==> config.mk <==
export PLATFORM = sky130hd
export DESIGN_NAME = daq2_link_seq
export DESIGN_NICKNAME = d
export VERILOG_FILES = /design/src/rtl/daq2_link_seq_pkg.sv /design/src/rtl/daq2_link_seq_timer.sv /design/src/rtl/daq2_link_seq.sv
export SDC_FILE = /design/constraint.sdc
export NUM_CORES = 1
export LEC_CHECK = 0
export BUFFER_PORTS_ARGS = -buffer_cell sky130_fd_sc_hd__buf_2
export CORE_MARGIN = 1
export CORE_UTILIZATION = 30
export DETAILED_ROUTE_END_ITERATION = 8
export PLACE_DENSITY_LB_ADDON = 0.15
export SLEW_MARGIN = 20
export SYNTH_ARGS = -nofsm -noshare
export SYNTH_HDL_FRONTEND = slang
export SYNTH_SLANG_ARGS = --single-unit
==> constraint.sdc <==
create_clock -name sys_clk -period 5.3 [get_ports sys_clk]
set_clock_uncertainty 0.2 [all_clocks]
set_input_delay 0.795 -clock sys_clk [delete_from_list [all_inputs] [get_ports sys_clk]]
set_output_delay 0.795 -clock sys_clk [all_outputs]
set_load 0.1 [all_outputs]
==> src/rtl/daq2_link_seq_pkg.sv <==
// Shared types and constants for the DAQ2 JESD204 link bring-up sequencer.
// Holds the state encoding, dwell-counter width and error-counter ceiling.
package daq2_link_seq_pkg;

    typedef enum logic [2:0] {
        ST_IDLE        = 3'd0,
        ST_RST_XCVR    = 3'd1,
        ST_WAIT_LOCK   = 3'd2,
        ST_RST_LINK    = 3'd3,
        ST_WAIT_SYSREF = 3'd4,
        ST_WAIT_SYNC   = 3'd5,
        ST_RUN         = 3'd6,
        ST_FAIL        = 3'd7
    } state_t;

    // Wide enough for the largest timeout (65535 cycles).
    localparam int CNT_W = 16;

    localparam logic [15:0] ERR_SAT = 16'hFFFF;

endpackage

==> src/rtl/daq2_link_seq_timer.sv <==
// Loadable down-counter shared by the reset, lock and sync dwells.
// Ports: clk, rst_n, load, value[CNT_W-1:0] in; done out (count is zero).
module daq2_link_seq_timer
    import daq2_link_seq_pkg::*;
(
    input  logic             clk,
    input  logic             rst_n,
    input  logic             load,
    input  logic [CNT_W-1:0] value,
    output logic             done
);

    logic [CNT_W-1:0] cnt;

    always_ff @(posedge clk or negedge rst_n) begin
        if (!rst_n) begin
            cnt <= '0;
        end else if (load) begin
            cnt <= value;
        end else if (cnt != '0) begin
            cnt <= cnt - 1'b1;
        end
    end

    assign done = (cnt == '0);

endmodule

==> src/rtl/daq2_link_seq.sv <==
// JESD204 link bring-up sequencer: xcvr reset, PLL lock, link reset, SYSREF, SYNC~.
// Ports: sys_clk, sys_reset_n, enable, pll_locked, cal_busy, sysref, sync_n in;
//        xcvr_reset, link_reset, sysref_en, link_ready, link_fail, state, retry_cnt, err_cnt out.
module daq2_link_seq
    import daq2_link_seq_pkg::*;
#(
    parameter int RST_CYCLES   = 64,
    parameter int LOCK_TIMEOUT = 65535,
    parameter int SYNC_TIMEOUT = 65535,
    parameter int SYNC_STABLE  = 16,
    parameter int SYSREF_COUNT = 2,
    parameter int MAX_RETRY    = 3
) (
    input  logic        sys_clk,
    input  logic        sys_reset_n,
    input  logic        enable,
    input  logic        pll_locked,
    input  logic        cal_busy,
    input  logic        sysref,
    input  logic        sync_n,
    output logic        xcvr_reset,
    output logic        link_reset,
    output logic        sysref_en,
    output logic        link_ready,
    output logic        link_fail,
    output logic [2:0]  state,
    output logic [3:0]  retry_cnt,
    output logic [15:0] err_cnt
);

    localparam int SR_W = $clog2(SYSREF_COUNT + 1);
    localparam int SS_W = $clog2(SYNC_STABLE + 1);

    // Timer holds N-1 on entry so the dwell lasts exactly N cycles.
    localparam logic [CNT_W-1:0] RST_LD  = CNT_W'(RST_CYCLES - 1);
    localparam logic [CNT_W-1:0] LOCK_LD = CNT_W'(LOCK_TIMEOUT - 1);
    localparam logic [CNT_W-1:0] SYNC_LD = CNT_W'(SYNC_TIMEOUT - 1);

    localparam logic [SR_W-1:0] SR_LAST   = SR_W'(SYSREF_COUNT - 1);
    localparam logic [SS_W-1:0] SS_FULL   = SS_W'(SYNC_STABLE);
    localparam logic [3:0]      RETRY_MAX = 4'(MAX_RETRY);

    state_t           st;
    state_t           nxt;
    logic             fault;
    logic             sysref_q;
    logic             sr_rise;
    logic [SR_W-1:0]  sr_cnt;
    logic [SS_W-1:0]  ss_cnt;
    logic             tmr_load;
    logic [CNT_W-1:0] tmr_val;
    logic             tmr_done;

    daq2_link_seq_timer u_timer (
        .clk   (sys_clk),
        .rst_n (sys_reset_n),
        .load  (tmr_load),
        .value (tmr_val),
        .done  (tmr_done)
    );

    assign sr_rise = sysref & ~sysref_q;
    assign state   = st;

    always_comb begin
        nxt   = st;
        fault = 1'b0;
        unique case (st)
            ST_IDLE:        if (enable) nxt = ST_RST_XCVR;
            ST_RST_XCVR:    if (tmr_done) nxt = ST_WAIT_LOCK;
            ST_WAIT_LOCK: begin
                // Success is tested first so it beats a same-cycle timeout.
                if (pll_locked && !cal_busy) nxt = ST_RST_LINK;
                else if (tmr_done)           fault = 1'b1;
            end
            ST_RST_LINK:    if (tmr_done) nxt = ST_WAIT_SYSREF;
            ST_WAIT_SYSREF: if (sr_rise && sr_cnt == SR_LAST) nxt = ST_WAIT_SYNC;
            ST_WAIT_SYNC: begin
                if (ss_cnt == SS_FULL) nxt = ST_RUN;
                else if (tmr_done)     fault = 1'b1;
            end
            ST_RUN:         if (!pll_locked || !sync_n) fault = 1'b1;
            ST_FAIL:        nxt = ST_FAIL;
            default:        nxt = ST_IDLE;
        endcase
        if (fault) begin
            nxt = (retry_cnt == RETRY_MAX) ? ST_FAIL : ST_RST_XCVR;
        end
        if (!enable) begin
            nxt   = ST_IDLE;
            fault = 1'b0;
        end
    end

    // Reload the shared timer on every state change, sized for the new state.
    always_comb begin
        tmr_load = (nxt != st);
        tmr_val  = '0;
        unique case (nxt)
            ST_RST_XCVR,
            ST_RST_LINK:  tmr_val = RST_LD;
            ST_WAIT_LOCK: tmr_val = LOCK_LD;
            ST_WAIT_SYNC: tmr_val = SYNC_LD;
            default:      tmr_val = '0;
        endcase
    end

    always_ff @(posedge sys_clk or negedge sys_reset_n) begin
        if (!sys_reset_n) begin
            st         <= ST_IDLE;
            xcvr_reset <= 1'b1;
            link_reset <= 1'b1;
            sysref_en  <= 1'b0;
            link_ready <= 1'b0;
            link_fail  <= 1'b0;
            retry_cnt  <= '0;
            err_cnt    <= '0;
            sysref_q   <= 1'b0;
            sr_cnt     <= '0;
            ss_cnt     <= '0;
        end else begin
            st       <= nxt;
            sysref_q <= sysref;

            // Outputs follow the next state so they line up with `state`.
            xcvr_reset <= (nxt == ST_IDLE) || (nxt == ST_RST_XCVR) ||
                          (nxt == ST_FAIL);
            sysref_en  <= (nxt == ST_WAIT_SYSREF) || (nxt == ST_WAIT_SYNC) ||
                          (nxt == ST_RUN);
            link_reset <= !((nxt == ST_WAIT_SYSREF) || (nxt == ST_WAIT_SYNC) ||
                            (nxt == ST_RUN));
            link_ready <= (nxt == ST_RUN);
            link_fail  <= (nxt == ST_FAIL);

            if (st == ST_IDLE && nxt == ST_RST_XCVR) begin
                retry_cnt <= '0;
            end else if (fault && retry_cnt != RETRY_MAX) begin
                retry_cnt <= retry_cnt + 1'b1;
            end

            if (fault && err_cnt != ERR_SAT) begin
                err_cnt <= err_cnt + 1'b1;
            end

            if (st == ST_WAIT_SYSREF) begin
                if (sr_rise) sr_cnt <= sr_cnt + 1'b1;
            end else begin
                sr_cnt <= '0;
            end

            // Consecutive sync_n=1 cycles; any low sample restarts the run.
            if (st == ST_WAIT_SYNC) begin
                if (!sync_n)              ss_cnt <= '0;
                else if (ss_cnt != SS_FULL) ss_cnt <= ss_cnt + 1'b1;
            end else begin
                ss_cnt <= '0;
            end
        end
    end

endmodule

==> results of run 1 <==
==> path summary, 6_finish.rpt <==
check	endpoint	depth (start not counted)
max in group asynchronous	retry_cnt[2]	2
worst max register to register	u_timer.cnt[14]	10
min in group asynchronous	ss_cnt[2]	2
worst max-delay path	u_timer.cnt[14]	10
worst min-delay path	err_cnt[15]	1
worst min register to register	err_cnt[15]	1
==> worst reg2reg max path: cells and delay by family (launching register included) <==
kind / cells / cell delay [ns]
and+or+nand+nor: 3 / 1.13
AOI/OAI and AO/OA: 4 / 0.87
DFF: 1 / 0.43
muxes: 1 / 0.33
adders and majority gates: 1 / 0.15
buffers and inverters: 1 / 0.10
==> logic make-up (layout without fill, tap and decap cells) <==
group | after synthesis | after routing
adders and majority gates | 7 | 7
muxes | 8 | 8
buffers and inverters | 15 | 52
xor gates and xnor gates | 35 | 35
DFF | 52 | 52
AOI/OAI and AO/OA | 42 | 42
and+or+nand+nor | 112 | 112
==> routing by layer <==
layer	GRT usage, %	share of wire, %
met5	0	0
met3	2.98	4.0
met1	16.4	50
met2	19.8	45
met4	3.10	0.42
==> cell type report <==
cell class / count / area (um^2)
fill: 900 / 5710
multi-input combinational: 204 / 1410
sequential: 52 / 1300
timing repair buffer: 35 / 178
tap: 108 / 135
clock buffer: 6 / 82.6
clock inverter: 2 / 38.8
inverter: 9 / 33.8
==> state kept, by name, summed over array words and instances (netlist names) <==
register     flops
state            3
link_ready       1
sysref_q         1
sysref_en        1
err_cnt         16
sr_cnt           2
retry_cnt        4
link_fail        1
u_timer.cnt     16
ss_cnt           5
link_reset       1
xcvr_reset       1
==> metrics by stage <==
| step | util [%] | area, um^2 |
|---|---|---|
| global route | 35.8 | 3180 |
| detailed placement | 34.4 | 3060 |
| floorplan | - | 2800 |
| CTS | 35.8 | 3180 |
| global placement | 34.4 | 3060 |
| finish | 35.8 | 3180 |
==> placed cells by master (no fill, tap or decap), drive strengths merged, types with 4 or more instances in the layout <==
master   n
o21ai   18
xor2    14
inv      9
clkbuf   6
nand4    7
mux2i    5
dfrtp   50
nand2   26
xnor2   21
buf     35
nor2    34
ha       7
nor4     5
a21oi    8
nor3     4
nand3    9
nand2b   6
==> power groups by stage <==
stage	registers (mW)	clock network (mW)	logic (mW)
after CTS	0.505	0.310	0.338
after global routing	0.513	0.322	0.371
after floorplan	0.521	0	0.261
final	0.505	0.292	0.332
after global placement	0.513	0	0.335
after detailed placement	0.512	0	0.336
==> cells in the mapped netlist, types with 3 or more instances <==
library cell	instances	area, um^2
a21oi_1	8	40.0
and3_1	3	18.8
and4_1	3	26.3
buf_6	3	33.8
dfrtp_1	50	1250
ha_1	7	87.6
inv_1	9	33.8
mux2i_1	5	50.1
nand2_1	26	97.6
nand2b_1	6	37.5
nand3_1	9	45.0
nand4_1	7	43.8
nor2_1	34	128
nor3_1	4	20.0
o21ai_0	6	30.0
o21ai_1	4	20.0
o21ai_2	8	70.1
or3_1	3	18.8
xnor2_1	21	184
xor2_1	14	123
==> impl_metrics.py, run 1 <==
metrics = {
    "yosys": {
        "async_flop_share_pct": 100,
        "synthAdderAreaFrac_pct": 3.13,
        "synth_cell_types": 52,
        "seq_area_frac_synth_pct": 46.6,
        "synth_xor_area_share_pct": 11.0,
        "synth_warnings": 0,
        "netlist_area_mm2": 0.00280,
        "synth_mux_area_share_pct": 3.13,
        "synth_top_family_by_area": "simple AND/OR/NAND/NOR gates",
        "synth.avg_cell_area_um2": 10.3,
        "synth_edf_count": 0,
        "syn_inst": 271,
        "synth_flop_cell": "dfrtp_1",
        "synth_nets": 285,
        "ys_seq_elements": 52,
        "synthSimpleGateAreaFrac_pct": 21.9,
        "synth-compound-area-share_pct": 11.3,
    },
    "grt": {
        "grt_use_total_pct": 12.2,
        "grt-ovfl-total": 0,
        "grt_start_max_net_pins": 53,
        "first_global_vias": 1960,
        "grt_antenna_before_repair": 0,
        "grt_pass1_wl_um": 9540,
    },
    "critical_path": {
        "r2r-start": "u_timer.cnt[0]",
        "cp.arrival_ns": 3.29,
        "setup.worst_path.end_class": "register",
        "critical_path.max_stage_delay_ns": 0.48,
        "critPathLaunch": "u_timer.cnt[0]",
        "start_kind": "register",
        "crit_slowest_cell": "or3b_1",
        "path_buf_inv": 1,
        "critPathRequiredTime_ns": 5.28,
        "r2r_slack_ns": 1.99,
        "crit_fanout": 8,
        "worstSetupPathType": "reg -> reg",
        "cp_top_family": "simple AND/OR/NAND/NOR gates",
        "critical_path.cell_chain": "inv_1, ha_1, nor3b_1, and4_1, a21bo_1, a21bo_4, mux2_4, a211oi_4, or3b_1, o21ai_2",
    },
    "power_and_ir_drop": {
        "pwr-share-seq_pct": 44.7,
        "netSwitchingPower_mw": 0.391,
        "intPower_mw": 0.737,
        "swShare_pct": 34.7,
        "finalPower_mw": 1.13,
        "p_clk_share_pct": 25.8,
        "p_leak_nw": 1.45,
        "p_per_area_mw_per_mm2": 355,
        "ir_worst_vdd_mv": 0.131,
        "comb_power_share_pct": 29.4,
    },
    "floorplan": {
        "dieWidth_um": 98.5,
        "core_area_mm2": 0.00889,
        "dieArea_mm2": 0.00971,
        "start_util_pct": 31.4,
        "row_count": 34,
        "ioPinCount": 35,
        "die_y_um": 98.5,
    },
    "place": {
        "place_ws_ns": 1.86,
        "place.gp.congestion": 0.765,
        "placed_cells": 408,
        "io_buffers": 34,
        "hpwl_um": 3830,
    },
    "layout": {
        "synthToLayoutAreaGrowth_pct": 13.8,
        "fin_cells": 416,
        "final_nets": 321,
        "final_layout_size_suffix_gt1_share_pct": 20.8,
        "diodes": 0,
    },
    "cts": {
        "root_buffer": "clkbuf_8",
        "post_cts_buffers": 0,
        "cts_tree": "built",
        "clock_insertion_delay_worst_skew_ns": 0.31,
        "cts_resized": 0,
        "cts_buffers": 5,
        "htree_levels": 2,
        "ctsHoldBuffers": 0,
        "clock_sinks": 52,
        "cts.path.max_buffers": 2,
        "clkTransAtPathRegs_ns": 0.10,
    },
    "timing": {
        "finalMaxSlewViolations": 0,
        "worst_pin_slew_ns": 0.668,
        "setup_tns_ns": 0,
        "hold_ws_ns": 0.302,
        "setup_ws_ns": 1.99,
        "maxSlewHeadroom_pct": 54.8,
        "fmax_mhz": 302,
        "period_share_pct": 62.4,
        "setup_viol": 0,
        "hold_violations": 0,
        "grt_setup_unrepaired": "false",
        "final.min_clock_period_ns": 3.31,
    },
    "drt": {
        "drt-total-wl_um": 5510,
        "firstDrtPassIters": 4,
        "vias": 2006,
        "drc": 0,
        "avgRoutedWirePerCell_um": 13.3,
        "routed_via_density": 4.82,
        "drtAntennaViolNets": 0,
        "first_iter_violations": 100,
    },
    "hold_path": {
        "hp-class": "reg -> reg",
        "worstHoldStart": "err_cnt[15]",
    },
    "run_status": {
        "outcome": "completed",
    },
    "flow_run": {
        "cap_violations": 0,
    },
}
(Power assumes the default switching activity.)
==> run 2: changes to the inputs <==
- ABC_AREA: not set -> 1
- clock period: 5.3 -> 3.5 ns (I/O delays scaled with it)
==> run 2 against run 1 <==
Net effect: area after synthesis increased by 9.1%; synthesized cell count up 35%; global-route usage up 0.85 points; core utilization shrank 0.53 points; fmax is 23% higher; critical path type unchanged; highest routed layer unchanged.
==> impl_metrics.py, run 2 <==
metrics = {
    "run_status": {
        "outcome": "completed",
    },
    "layout": {
        "final_layout_size_suffix_gt1_share_pct": 21.1,
        "fill_cells": 1088,
        "diodes": 0,
        "synthToLayoutAreaGrowth_pct": 13.5,
        "final_common_cell": "nand2_1",
        "final_util_pct": 35.3,
        "most-common-layout-cells": "nand2_1, dfrtp_1, inv_1, nand3_1, nor2_1",
        "reg_top3": "err_cnt: 16 flops, u_timer.cnt: 16 flops, ss_cnt: 5 flops",
        "final_nets": 420,
    },
    "power_and_ir_drop": {
        "p_per_area_mw_per_mm2": 539,
        "p_leak_nw": 1.76,
        "ir_worst_vdd_mv": 0.197,
        "finalPower_mw": 1.87,
    },
    "yosys": {
        "synth_edf_count": 0,
        "seq_area_frac_synth_pct": 42.8,
        "async_flop_share_pct": 100,
        "synth_cell_types": 32,
        "synth_nets": 381,
        "yosys-top-cells-area": "dfrtp_1, nand2_1, xor2_1, nand3_1, inv_1",
        "yosys.area.top_type": "dfrtp_1",
        "synth_flop_cell": "dfrtp_1",
        "netlist_area_mm2": 0.00305,
        "syn_inst": 367,
        "ys_seq_elements": 52,
        "netlist.area_leader.share_pct": 41.0,
        "synth_warnings": 0,
        "synth.avg_cell_area_um2": 8.31,
        "synth_commonest_cells": "nand2_1, dfrtp_1, inv_1",
        "post-synth-top-count-cell": "nand2_1",
    },
    "floorplan": {
        "dieArea_mm2": 0.0106,
        "dieWidth_um": 103,
        "ioPinCount": 35,
        "core_area_mm2": 0.00982,
        "row_count": 36,
        "start_util_pct": 31.1,
        "die_y_um": 103,
    },
    "timing": {
        "fmax_mhz": 373,
        "worst_pin_slew_ns": 0.681,
        "setup_ws_ns": 0.815,
        "period_share_pct": 76.7,
        "final.min_clock_period_ns": 2.68,
        "maxSlewHeadroom_pct": 54.6,
        "finalMaxSlewViolations": 0,
        "setup_viol": 0,
        "hold_violations": 0,
        "setup_tns_ns": 0,
        "grt_setup_unrepaired": "false",
    },
    "critical_path": {
        "critical_path.max_stage_delay_ns": 0.40,
        "crit_fanout": 19,
        "critical_path.cell_chain": "inv_1, ha_1, inv_1, nor2_1, nand2_1, nor2_4, nand2_4, nand2_2, nand2_2, o21ai_2, nor2_2, nor2_8, nand2_4, nand2_2, a21oi_1",
        "cp.arrival_ns": 2.67,
        "crit_top_cell": "nand2_2",
        "r2r_end": "u_timer.cnt[10]",
        "start_kind": "register",
        "crit_slowest_cell": "dfrtp_1",
        "r2r_slack_ns": 0.82,
        "reg2regPathDepth": 15,
        "critPathRequiredTime_ns": 3.48,
        "setup.worst_path.end_class": "register",
        "r2r-start": "u_timer.cnt[0]",
        "worstSetupPathType": "reg -> reg",
    },
    "grt": {
        "first_global_vias": 2398,
        "grt_pass1_wl_um": 10900,
        "grt-ovfl-total": 0,
        "grt_use_total_pct": 13.1,
        "grt_start_max_net_pins": 30,
        "grt_antenna_before_repair": 0,
    },
    "drt": {
        "firstDrtPassIters": 4,
        "drtAntennaViolNets": 0,
        "first_iter_violations": 78,
        "routed_via_density": 4.51,
        "drt-total-wl_um": 6350,
        "avgRoutedWirePerCell_um": 11.8,
        "vias": 2437,
        "drc": 0,
    },
    "cts": {
        "clock_sinks": 52,
        "post_cts_buffers": 0,
        "cts_buffers": 5,
        "root_buffer": "clkbuf_8",
        "ctsHoldBuffers": 0,
        "clkTransAtPathRegs_ns": 0.12,
        "htree_levels": 2,
        "cts_tree": "built",
        "cts_resized": 0,
        "cts.path.max_buffers": 2,
        "clock_insertion_delay_worst_skew_ns": 0.31,
    },
    "place": {
        "hpwl_um": 4770,
        "place.gp.congestion": 0.780,
        "io_buffers": 34,
        "place_ws_ns": 0.836,
    },
    "hold_path": {
        "hp-class": "in -> async",
    },
    "flow_run": {
        "cap_violations": 0,
    },
}
-- run 2: changes by cell type after synthesis, moves of 6 or more --
cell      change
nand2_2      +10
a21oi_1       +9
nand3_1      +28
nand2b_1      -6
inv_1        +39
xnor2_1      -14
o21ai_0       +6
xor2_1        +9
o21ai_2       -7
nand2_1      +37
-- run 2: how the worst max path moves through the flow --
stage                   startpoint         endpoint  slack (ns)  depth (start not counted)
CTS                 u_timer.cnt[0]  u_timer.cnt[10]        0.81                         15
global placement    u_timer.cnt[0]  u_timer.cnt[10]        0.92                         15
floorplan                 state[1]  u_timer.cnt[10]        0.64                         14
finish              u_timer.cnt[0]  u_timer.cnt[10]        0.82                         15
global route        u_timer.cnt[0]  u_timer.cnt[10]        0.58                         15
detailed placement  u_timer.cnt[0]  u_timer.cnt[15]        0.84                         15
-- run 2: cell type report --
cell class              instances  area, um^2  area share (%)
inverters                      53         199            5.75
clock inverters                 3        27.5           0.795
well taps                     133         166            4.81
repair buffers                 35         178            5.13
flip-flops and latches         52        1300            37.7
clock buffers                   5        68.8            1.99
multi-input cells             259        1520            43.9
-- run 2: per-stage QoR --
stage | cell area, um^2 | instances | hold WS, ns
6_report | 3460 | 540 | 0.0301
5_1_grt | 3460 | 540 | 0.0942
4_1_cts | 3460 | 540 | 0.0661
3_5_place_dp | 3370 | 532 | 0.294
3_3_place_gp | 3370 | 532 | 0.287
2_1_floorplan | 3050 | 367 | 0.0294
-- run 2: worst max-delay path, delay by kind of cell (launching register included) --
family / cells / cell delay (ns)
AND/OR/NAND/NOR: 10 / 1.30
AO/OA/AOI/OAI: 2 / 0.32
flip-flops: 1 / 0.40
adder cells (fa/ha/maj): 1 / 0.18
buffers and inverters: 2 / 0.17
-- run 2: kinds of logic (layout without fill, tap and decap cells) --
group	count (synthesis)	after routing	share of synthesized area (%)
adder cells (fa/ha/maj)	7	7	2.87
AND/OR/NAND/NOR	189	189	32.2
AO/OA/AOI/OAI	33	33	6.16
XOR/XNOR	30	30	8.62
flip-flops	52	52	42.8
buffers and inverters	56	96	7.43
-- run 2: metal layers --
metal | vias to the layer above | GRT usage (%) | part of all wire [%] | wire (um)
li1 | 1247 | - | - | -
met1 | 1150 | 17.9 | 50 | 3190
met2 | 35 | 21.5 | 46 | 2910
met3 | 5 | 2.58 | 3.4 | 213
met4 | 0 | 2.60 | 0.72 | 46
met5 | - | 0 | 0 | 0
-- run 2: power by group --
part	switching (mW)	internal [mW]	leakage (nW)
logic	0.498	0.244	1.02
registers	0.0705	0.683	0.693
clock network	0.223	0.147	0.0463
total	0.792	1.07	1.76
==> run 3: changes to the inputs <==
- ABC_AREA: 1 -> 0
- clock period: 3.5 -> 2.7 ns (I/O delays scaled with it)
==> run 3 against run 2 <==
Net effect: power increased by 35%; clock power increased by 56%; clock-buffer cell count increased by 1; setup slack got worse by 0.76 ns; global-route usage increased by 0.65 points; flip-flop and latch count unchanged; combinational power increased by 31%; die area decreased by 8.2%; core utilization increased by 6.0 points; via count decreased by 9.4%; final area increased by 6.0%.
==> impl_metrics.py, run 3 (synthesis gave the netlist of run 1 again) <==
metrics = {
    "run_status": {
        "outcome": "completed",
    },
    "drt": {
        "drc": 0,
        "first_iter_violations": 125,
        "routed_via_density": 4.72,
        "vias": 2207,
        "drt-total-wl_um": 6240,
        "firstDrtPassIters": 4,
        "drtAntennaViolNets": 0,
        "avgRoutedWirePerCell_um": 13.3,
    },
    "critical_path": {
        "cp.arrival_ns": 2.65,
        "setup.worst_path.end_class": "register",
        "critPathRequiredTime_ns": 2.70,
        "critical_path.max_stage_delay_ns": 0.50,
        "worstSetupPathType": "reg -> reg",
        "crit_slowest_cell": "dfrtp_4",
        "start_kind": "register",
        "critical_path.cell_chain": "and3b_2, a32o_2, a21bo_1, a21bo_4, mux2_4, a211oi_4, or3b_1, buf_6, o21ai_2",
        "crit_fanout": 8,
    },
    "floorplan": {
        "row_count": 34,
        "die_y_um": 98.5,
        "start_util_pct": 31.4,
        "dieArea_mm2": 0.00971,
        "ioPinCount": 35,
        "dieWidth_um": 98.5,
        "core_area_mm2": 0.00889,
    },
    "grt": {
        "grt_use_met1_pct": 19.4,
        "grt_pass1_wl_um": 10600,
        "grt-ovfl-total": 0,
        "grtUsageMet2_pct": 21.6,
        "grt_start_max_net_pins": 20,
        "grt_antenna_before_repair": 0,
        "grt_use_total_pct": 13.7,
        "first_global_vias": 2166,
        "busiest_layer": "met2",
        "gr-usage-met3_pct": 2.41,
    },
    "layout": {
        "fin_cells": 468,
        "final_nets": 373,
        "final_common_cell": "buf_4",
        "final_area_mm2": 0.00367,
        "synthToLayoutAreaGrowth_pct": 31.2,
        "diodes": 0,
        "final_util_pct": 41.3,
        "fill_cells": 888,
        "most-common-layout-cells": "buf_4, dfrtp_1, buf_2, nor2_1, nand2_1",
        "multiInputGateArea_mm2": 0.00148,
        "reg_top3": "err_cnt: 16 flops, u_timer.cnt: 16 flops, ss_cnt: 5 flops",
        "seq_area_mm2": 0.00132,
        "final_layout_size_suffix_gt1_share_pct": 37.8,
    },
    "power_and_ir_drop": {
        "ir_worst_vdd_mv": 0.245,
        "p_leak_nw": 1.72,
        "p_per_area_mw_per_mm2": 687,
        "finalPower_mw": 2.52,
    },
    "timing": {
        "hold_violations": 0,
        "hold_ws_ns": 0.167,
        "grt_setup_unrepaired": "true",
        "worst_pin_slew_ns": 0.488,
        "finalMaxSlewViolations": 0,
        "maxSlewHeadroom_pct": 67.7,
        "final.min_clock_period_ns": 2.65,
        "fmax_mhz": 378,
        "setup_viol": 0,
        "period_share_pct": 98.0,
    },
    "place": {
        "io_buffers": 34,
        "place.gp.congestion": 0.805,
        "placed_cells": 450,
        "placed_area_mm2": 0.00339,
        "hpwl_um": 4590,
    },
    "cts": {
        "cts_buffers": 5,
        "clock_sinks": 52,
        "cts_tree": "built",
        "root_buffer": "clkbuf_8",
        "cts.path.max_buffers": 2,
        "clock_insertion_delay_worst_skew_ns": 0.31,
        "htree_levels": 2,
        "clkTransAtPathRegs_ns": 0.10,
    },
    "flow_run": {
        "cap_violations": 0,
    },
    "hold_path": {
        "hp-class": "in -> reg",
    },
}
==> run 3: through the flow <==
step	setup slack (ns)	setup TNS [ns]
4_1_cts	-0.0133	-0.0694
5_1_grt	-0.0733	-0.584
6_report	0.0527	0
2_1_floorplan	-0.189	-1.88
3_3_place_gp	-0.0323	-0.109
3_5_place_dp	-0.0482	-0.221
==> run 3: critical path: cells and delay by family, from the launching register on <==
family                 cells  cell delay, ns
buffers and inverters      1            0.15
flip-flops                 1            0.50
AO/OA/AOI/OAI              5            0.96
multiplexers               1            0.31
AND/OR/NAND/NOR            2            0.41
==> run 3: layer usage <==
layer,vias to the layer above,part of all wire (%)
li1,1105,-
met1,1067,50
met2,28,46
met3,7,2.4
met4,0,1.2
met5,-,0
==> run 3: path summary, 6_finish.rpt <==
path                             start        endpoint  slack [ns]  depth (start not counted)
max in group asynchronous  sys_reset_n      link_reset        1.34                          3
setup / recovery              state[0]  u_timer.cnt[9]        0.05                          9
min in group asynchronous  sys_reset_n       link_fail        0.32                          2
hold reg to reg             err_cnt[7]      err_cnt[7]        0.30                          1
hold / removal                  sync_n       ss_cnt[2]        0.17                          3
setup reg to reg              state[0]  u_timer.cnt[9]        0.05                          9
==> run 3: area by class of cell <==
cell class                 instances  share of cell area [%]
sequential                        52                    35.9
timing repair buffer              87                    15.9
clock inverter                     2                    1.06
inverter                           9                   0.921
tap                              108                    3.68
multi-input combinational        204                    40.2
clock buffer                       6                    2.25
==> run 3: report_power, final <==
part / internal, mW / switching (mW) / total (mW)
Combinational: 0.493 / 0.478 / 0.971
Sequential: 0.874 / 0.0966 / 0.971
Clock: 0.304 / 0.274 / 0.577
==> run 3: repair_timing <==
| action | CTS | global route |
|---|---|---|
| hold buffers | 2 | 0 |
| pin swaps | 6 | 7 |
| endpoints found under the hold margin | 11 | 0 |
| setup endpoints to repair | 12 | 23 |
| gates resized for setup | 8 | 15 |
| buffers inserted | 4 | 4 |
